`src/rtl/cache_fetch_sequencer_lv1_il_pkg.sv`:
```
// Shared L1 instruction-cache definitions: fetch FSM state encoding and LV1 geometry constants.
package cache_fetch_sequencer_lv1_il_pkg;

    localparam int LV1_ADDR_WID    = 32;
    localparam int LV1_ASSOC_WID   = 2;
    localparam int LV1_OFFSET_WID  = 6;   // 64-byte cache blocks
    localparam int LV1_TIMEOUT_CYC = 64;

    typedef enum logic [2:0] {
        IDLE     = 3'd0,
        LOOKUP   = 3'd1,
        HIT_ACK  = 3'd2,
        REQ_LV2  = 3'd3,
        WAIT_LV2 = 3'd4,
        FILL     = 3'd5,
        FILL_ACK = 3'd6
    } fetch_state_e;

endpackage

```
`src/rtl/cache_fetch_sequencer_lv1_il_timeout_cnt.sv`:
```
// Saturating wait counter for LV2 fills; expire flags the last permitted wait cycle.
module fetch_timeout_cnt_lv1 #(
    parameter int LIMIT   = 64,
    parameter int CNT_WID = (LIMIT > 2) ? $clog2(LIMIT) : 1
) (
    input  logic clk,
    input  logic rst,
    input  logic clr,
    input  logic en,
    output logic expire
);

    localparam logic [CNT_WID-1:0] SAT_VAL  = CNT_WID'(LIMIT - 1);
    localparam logic [CNT_WID-1:0] LAST_VAL = CNT_WID'(LIMIT - 2);

    logic [CNT_WID-1:0] cnt_q;
    logic [CNT_WID-1:0] cnt_d;

    // next count: clear wins, otherwise count up while enabled and hold at saturation
    always_comb begin
        cnt_d = cnt_q;
        if (clr) begin
            cnt_d = '0;
        end else if (en && (cnt_q != SAT_VAL)) begin
            cnt_d = cnt_q + CNT_WID'(1);
        end else begin
            cnt_d = cnt_q;
        end
    end

    // expiry fires when this cycle's increment brings the count to LIMIT-1
    always_comb begin
        expire = en && !clr && (cnt_q == LAST_VAL);
    end

    // counter register
    always_ff @(posedge clk) begin
        if (rst) begin
            cnt_q <= '0;
        end else begin
            cnt_q <= cnt_d;
        end
    end

endmodule

```
`src/rtl/cache_fetch_sequencer_lv1_il.sv`:
```
// L1 instruction-fetch sequencer: one outstanding lookup, LRU update on hit, LV2 block fill on miss.
module cache_fetch_sequencer_lv1_il
    import cache_fetch_sequencer_lv1_il_pkg::*;
#(
    parameter int ADDR_WID    = LV1_ADDR_WID,
    parameter int ASSOC_WID   = LV1_ASSOC_WID,
    parameter int TIMEOUT_CYC = LV1_TIMEOUT_CYC
) (
    input  logic                 clk,
    input  logic                 rst,
    input  logic                 cpu_rd,
    input  logic                 cpu_wr,
    input  logic [ADDR_WID-1:0]  addr_bus_cpu_lv1,
    input  logic                 tag_hit,
    input  logic [ASSOC_WID-1:0] hit_way,
    input  logic [ASSOC_WID-1:0] lru_replacement_proc,
    input  logic                 lv2_gnt,
    input  logic                 lv2_data_vld,
    output logic                 tag_lookup,
    output logic [ASSOC_WID-1:0] blk_accessed_main,
    output logic                 lru_update,
    output logic                 lv2_rd_req,
    output logic [ADDR_WID-1:0]  lv2_addr,
    output logic                 fill_en,
    output logic [ASSOC_WID-1:0] fill_way,
    output logic                 cpu_ack,
    output logic                 err_wr,
    output logic                 err_timeout
);

    localparam logic [ADDR_WID-1:0] BLK_MASK =
        {{(ADDR_WID-LV1_OFFSET_WID){1'b1}}, {LV1_OFFSET_WID{1'b0}}};

    fetch_state_e         state_q, state_d;
    logic [ADDR_WID-1:0]  addr_q, addr_d;
    logic [ASSOC_WID-1:0] victim_q, victim_d;
    logic                 err_wr_q, err_wr_d;
    logic                 err_timeout_q, err_timeout_d;

    logic                 lru_update_q, lru_update_d;
    logic                 cpu_ack_q, cpu_ack_d;
    logic                 fill_en_q, fill_en_d;
    logic                 lv2_rd_req_q, lv2_rd_req_d;
    logic [ASSOC_WID-1:0] blk_accessed_main_q, blk_accessed_main_d;
    logic [ASSOC_WID-1:0] fill_way_q, fill_way_d;
    logic [ADDR_WID-1:0]  lv2_addr_q, lv2_addr_d;

    logic                 tag_lookup_s;
    logic                 cnt_clr_s;
    logic                 cnt_en_s;
    logic                 cnt_expire_s;

    fetch_timeout_cnt_lv1 #(
        .LIMIT (TIMEOUT_CYC)
    ) u_timeout_cnt (
        .clk    (clk),
        .rst    (rst),
        .clr    (cnt_clr_s),
        .en     (cnt_en_s),
        .expire (cnt_expire_s)
    );

    // fetch FSM next-state, address/victim capture and sticky error flags
    always_comb begin
        state_d       = state_q;
        addr_d        = addr_q;
        victim_d      = victim_q;
        err_wr_d      = err_wr_q | cpu_wr;
        err_timeout_d = err_timeout_q;
        tag_lookup_s  = 1'b0;
        cnt_clr_s     = 1'b0;
        cnt_en_s      = 1'b0;
        case (state_q)
            IDLE: begin
                if (cpu_rd && !cpu_wr) begin
                    state_d      = LOOKUP;
                    tag_lookup_s = 1'b1;
                    addr_d       = addr_bus_cpu_lv1;
                end else begin
                    state_d = IDLE;
                end
            end
            LOOKUP: begin
                if (tag_hit) begin
                    state_d = HIT_ACK;
                end else begin
                    victim_d = lru_replacement_proc;
                    state_d  = REQ_LV2;
                end
            end
            HIT_ACK: begin
                state_d = IDLE;
            end
            REQ_LV2: begin
                if (lv2_gnt) begin
                    cnt_clr_s = 1'b1;
                    // data arriving together with the grant skips the wait state
                    state_d   = lv2_data_vld ? FILL : WAIT_LV2;
                end else begin
                    state_d = REQ_LV2;
                end
            end
            WAIT_LV2: begin
                cnt_en_s = 1'b1;
                if (lv2_data_vld) begin
                    state_d = FILL;
                end else if (cnt_expire_s) begin
                    err_timeout_d = 1'b1;
                    state_d       = IDLE;
                end else begin
                    state_d = WAIT_LV2;
                end
            end
            FILL: begin
                state_d = FILL_ACK;
            end
            FILL_ACK: begin
                state_d = IDLE;
            end
            default: begin
                state_d = IDLE;
            end
        endcase
    end

    // registered outputs decoded from the state being entered, so they align with that state
    always_comb begin
        lru_update_d        = 1'b0;
        cpu_ack_d           = 1'b0;
        fill_en_d           = 1'b0;
        lv2_rd_req_d        = 1'b0;
        blk_accessed_main_d = '0;
        fill_way_d          = '0;
        lv2_addr_d          = addr_d & BLK_MASK;
        case (state_d)
            HIT_ACK: begin
                lru_update_d        = 1'b1;
                cpu_ack_d           = 1'b1;
                blk_accessed_main_d = hit_way;
            end
            REQ_LV2: begin
                lv2_rd_req_d = 1'b1;
            end
            FILL: begin
                fill_en_d  = 1'b1;
                fill_way_d = victim_d;
            end
            FILL_ACK: begin
                lru_update_d        = 1'b1;
                cpu_ack_d           = 1'b1;
                blk_accessed_main_d = victim_d;
            end
            default: begin
                lru_update_d = 1'b0;
            end
        endcase
    end

    // state, datapath and output registers
    always_ff @(posedge clk) begin
        if (rst) begin
            state_q             <= IDLE;
            addr_q              <= '0;
            victim_q            <= '0;
            err_wr_q            <= 1'b0;
            err_timeout_q       <= 1'b0;
            lru_update_q        <= 1'b0;
            cpu_ack_q           <= 1'b0;
            fill_en_q           <= 1'b0;
            lv2_rd_req_q        <= 1'b0;
            blk_accessed_main_q <= '0;
            fill_way_q          <= '0;
            lv2_addr_q          <= '0;
        end else begin
            state_q             <= state_d;
            addr_q              <= addr_d;
            victim_q            <= victim_d;
            err_wr_q            <= err_wr_d;
            err_timeout_q       <= err_timeout_d;
            lru_update_q        <= lru_update_d;
            cpu_ack_q           <= cpu_ack_d;
            fill_en_q           <= fill_en_d;
            lv2_rd_req_q        <= lv2_rd_req_d;
            blk_accessed_main_q <= blk_accessed_main_d;
            fill_way_q          <= fill_way_d;
            lv2_addr_q          <= lv2_addr_d;
        end
    end

    // tag_lookup must coincide with the accepting IDLE cycle, so it stays combinational
    always_comb begin
        tag_lookup        = tag_lookup_s & ~rst;
        blk_accessed_main = blk_accessed_main_q;
        lru_update        = lru_update_q;
        lv2_rd_req        = lv2_rd_req_q;
        lv2_addr          = lv2_addr_q;
        fill_en           = fill_en_q;
        fill_way          = fill_way_q;
        cpu_ack           = cpu_ack_q;
        err_wr            = err_wr_q;
        err_timeout       = err_timeout_q;
    end

endmodule
```
`config.mk`:
```
export PLATFORM = sky130hd
export DESIGN_NAME = cache_fetch_sequencer_lv1_il
export DESIGN_NICKNAME = d
export VERILOG_FILES = /design/src/rtl/cache_fetch_sequencer_lv1_il_pkg.sv /design/src/rtl/cache_fetch_sequencer_lv1_il_timeout_cnt.sv /design/src/rtl/cache_fetch_sequencer_lv1_il.sv
export SDC_FILE = /design/constraint.sdc
export NUM_CORES = 1
export LEC_CHECK = 0
export ABC_AREA = 1
export ABC_CLOCK_PERIOD_IN_PS = 1750
export BUFFER_PORTS_ARGS = -buffer_cell sky130_fd_sc_hd__buf_2
export CAP_MARGIN = 40
export CORE_UTILIZATION = 35
export DETAILED_ROUTE_END_ITERATION = 16
export PLACE_DENSITY_LB_ADDON = 0.25
export SETUP_SLACK_MARGIN = 0.5
export SYNTH_ARGS = -nofsm -noshare
export SYNTH_HDL_FRONTEND = slang
export SYNTH_SLANG_ARGS = --single-unit
```
`constraint.sdc`:
```
create_clock -name clk -period 1.75 [get_ports clk]
set_clock_uncertainty 0.1 [all_clocks]
set_input_delay 0.35 -clock clk [delete_from_list [all_inputs] [get_ports clk]]
set_output_delay 0.35 -clock clk [all_outputs]
set_load 0.005 [all_outputs]
```
After elaboration in Yosys (flattened, before gate mapping)
Index checks and enable logic that the tools add are counted.

storage, ports and cells
  flip-flop bits (word level) = 58
  bits of input ports = 43
  output and inout bits = 43
  word-level logic and storage cells = 61

cells by class
  $add $sub $neg = 1
  eq/ne operators = 10
  mux-type cells = 20
  bitwise logic cells = 5
  reduce and logical (&&, ||, !) cells = 12

operators with widths
  kind                                                 count
  two-way mux 32 bit                                   2
  case mux 3 bit (5 select lines)                      1
  equality test 3 bit, second input constant           4
  two-way mux 1 bit                                    11
  equality test 3 x 2 -> 1 bit, second input constant  3
  two-way mux 3 bit                                    3
  adder 6 x 1 -> 6 bit, second input constant          1
  equality test 6 bit, second input constant           1
  inequality test 6 bit, second input constant         1
  OR reduction 2 bit                                   3
  logical AND 1 bit                                    4
  two-way mux 2 bit                                    2
  case mux 2 bit (2 select lines)                      1
  equality test 3 x 1 -> 1 bit, second input constant  1
  zero test 3 bit                                      1
  inverter 1 bit                                       3
  AND reduction 3 bit                                  1
  zero test 1 bit                                      2
  AND reduction 2 bit                                  1
  bitwise AND 1 bit                                    1
  OR 1 bit                                             1

Logic depth before layout (Yosys ltp)
  depth after elaboration = 11
  gate-level depth with buffers = 10
  mapped depth without buffers = 10

Modules after synthesis
From an unflattened synthesis, not the netlist that was laid out.

unflattened totals
  cell total of the unflattened synthesis = 258
  area total of the unflattened synthesis = 1988.2 sq um

modules (own cells, without submodules)
  module                        instances  cells an instance  area an instance (sq um)  seq. area each (sq um)
  cache_fetch_sequencer_lv1_il  1          203                1607.8                    800.8
  fetch_timeout_cnt_lv1         1          55                 380.4                     120.1

Worst setup path after synthesis
Ideal clock, no wire load.

  path type = flip-flop to output port
  from = reg state_q[2]
  to = out tag_lookup
  data arrival time = 0.919 ns
  required time = 1.300 ns
  path slack = 0.381 ns
  stages on the path, launching flop included = 5
  path buffers = 1
  cell sequence = dfxtp_1 > nor2_1 > nand3_4 > buf_2 > nor2_1

between the ends
  cells in the longest elaborated chain, start to end = 3

ends and longest elaborated chain
  what                      line                                 RTL
  start: declaration        cache_fetch_sequencer_lv1_il.sv:34   fetch_state_e state_q, state_d;
  start signal: assignment  cache_fetch_sequencer_lv1_il.sv:175  state_q <= state_d;
  zero test 3 bit           cache_fetch_sequencer_lv1_il.sv:73   case (state_q)
  two-way mux 1 bit         cache_fetch_sequencer_lv1_il.sv:73
  bitwise AND 1 bit         cache_fetch_sequencer_lv1_il.sv:192  tag_lookup = tag_lookup_s & ~rst;
  end: declaration          cache_fetch_sequencer_lv1_il.sv:19   output logic tag_lookup,

No other way between the ends.

Final worst setup path
  from = reg state_q[1]
  to = out tag_lookup

The elaborated chain is that of the path after synthesis.

==> qor.txt <==
Synthesis Warnings = 0
Post-synth EDFFs = 0
Yosys cell types = 28
ys async rst share = 0
Synth Area per Inst = 7.70 sq um
Die Wd = 75.9 um
RSZ-0062 raised after global routing = true
H-tree Lvls = 2
WL per Instance = 11.7 um
Final Hold Viols = 0
post-synth top area cell = dfxtp_1
HP Class = primary input to flop
post-synthesis cell count = 248
WS Path Type = flop to output port
vias = 1826
Synth top area share = 0.482
post-layout util = 0.551
# setup viols final = 0
CTS Buf Count = 5
Starting Density = 0.369
Max FO, Critical Path = 4
worst path arrival time = 1.06 ns
DR vias/cell = 4.53
vias in the first global route = 1531
antenna violations before repair = 0
leakage = 0.00131 uW
Max-cap violations = 0
Final period util = 0.865
net switching power = 564 uW
worst skew pair latency = 0.29 ns
f_max = 661 MHz
min cycle time layout = 1.51 ns
Combinational Power Share = 0.166
flops & latches, synth = 46
post-synthesis sequential area ratio = 0.482
FP Rows = 26
Worst-path clk slew = 0.08 ns
num ports = 86
die height = 75.9 um
Worst setup SP type = flop
ys flop type = dfxtp_1
clock sink count = 46
Total GRT Usage = 0.149
post-route ant nets = 0
Antenna Cells = 0
Residual DRC = 0
Starting DRT DRC Count = 46
status = finished clean
switch share = 0.245
r2r setup slk = 0.32 ns
Commonest cells post-synth = dfxtp_1, inv_1, nand2_1
Area Growth Syn to Fin = 49.1%
setup TNS = 0 ns
CTS tree = done
Core Region = 5170 sq um
Post-Route WL = 4.73 mm
CP endpoint kind = output port
GR Overflow Total = 0
Detail Placement HPWL = 2.85 mm
data required time at the worst endpoint = 1.30 ns
sequential power share = 0.490
Port Buffers = 73
global-route wire length before repair = 6.53 mm
Final Max Tran Viols = 0
CTS Root Cell = clkbuf_8
Cell Pwr Density = 810 nW/um^2
internal power = 1740 uW
die area = 5750 sq um
RD Place Congestion = 0.757
Cell Area, Synth = 1910 sq um
Final nets = 378
Clock Tree Buf Depth = 2
drt first pass iters = 4
largest net degree at the start of global routing = 28
synth top area cells = dfxtp_1, inv_1, a21oi_1, nand2_1, o21ai_0
clock power share = 0.344
fraction of layout cells with a size suffix above 1 = 0.498
worst IR drop on VDD = 0.411 mV
==> power groups by stage <==
| stage | Combinational, uW | Clock, uW | Sequential (uW) |
|---|---|---|---|
| after global routing | 426 | 861 | 1140 |
| after global placement | 253 | 0 | 1160 |
| after floorplan | 149 | 0 | 1170 |
| after CTS | 299 | 816 | 1130 |
| final | 383 | 794 | 1130 |
| after detailed placement | 257 | 0 | 1160 |
==> cell families after synthesis <==
group                    after synthesis  synth area share
AO/OA/AOI/OAI                         62             0.165
other                                  1           0.00196
AND/OR/NAND/NOR                       72             0.182
buffers and inverters                 63             0.146
adder cells (fa/ha/maj)                2            0.0131
flip-flops                            46             0.482
XOR/XNOR                               2           0.00918
==> layout make-up <==
cell class	instances	area (sq um)
Clock buffer	6	82.6
Clock inverter	1	30.0
Fill cell	493	2320
Inverter	48	193
Multi-Input combinational cell	145	946
Sequential cell	46	945
Tap cell	70	87.6
Timing Repair Buffer	87	564
==> repair_timing <==
| item | 4_1_cts | 5_1_grt |
|---|---|---|
| hold buffers | 0 | 0 |
| endpoints found under the hold margin | 0 | 0 |
| endpoints found under the setup margin | 42 | 45 |
| setup buffers | 5 | 3 |
| pin swaps | 8 | 6 |
| resized for setup | 46 | 55 |
| cloned | 2 | 3 |
==> state kept, by name (all words and copies together), names as in the netlist <==
register             flops
err_timeout              1
state_q                  3
addr_q                  26
cpu_ack                  1
u_timeout_cnt.cnt_q      6
lv2_rd_req               1
err_wr                   1
victim_q                 2
fill_en                  1
blk_accessed_main        2
fill_way                 2
==> final timing paths <==
kind / startpoint / end / depth (start not counted)
min: hit_way[0] / blk_accessed_main[0] / 3
max reg2reg: state_q[1] / u_timeout_cnt.cnt_q[1] / 8
min reg2reg: addr_q[14] / addr_q[14] / 2
max: state_q[1] / tag_lookup / 4
==> per-layer routing <==
layer / GRT usage / routed length, um / vias up
li1: - / - / 930
met1: 0.172 / 2010 / 829
met2: 0.260 / 2310 / 63
met3: 0.0450 / 354 / 4
met4: 0.0576 / 51 / 0
met5: 0 / 0 / -
==> critical path: stages (launching register included) <==
cell and delay [ns]:
dfxtp_4 0.37, nor2_4 0.13, nand3_4 0.09, nor2_4 0.08
buf_6 0.10
==> per-stage QoR <==
stage / cell area, sq um / std cells / total power (uW) / worst slack (ns) / hold slack, ns
after floorplan: 1950 / 253 / 1320 / 0.494 / 0.340
after global placement: 2320 / 383 / 1410 / 0.279 / 0.327
after detailed placement: 2320 / 383 / 1420 / 0.250 / 0.332
after CTS: 2570 / 397 / 2250 / 0.232 / 0.203
after global routing: 2850 / 403 / 2430 / 0.195 / 0.219
final: 2850 / 403 / 2310 / 0.237 / 0.200
==> cell usage in the layout (no fill, tap or decap), types with 2 or more instances in the layout <==
cell       instances
nand4_1            4
nand2_1           30
inv_1             42
buf_12             2
conb_1             6
buf_4              8
a21oi_2            6
a21oi_1           26
clkbuf_16          2
nand3_1            4
inv_2              3
nand3_4            2
dfxtp_1           35
clkbuf_8           6
nor2_2             3
buf_2             72
dfxtp_2            7
o21ai_1            3
dfxtp_4            4
o21ai_2           26
nor2_1            12
nand2_2            7
nor2_4             6
(Power assumes the default switching activity.)
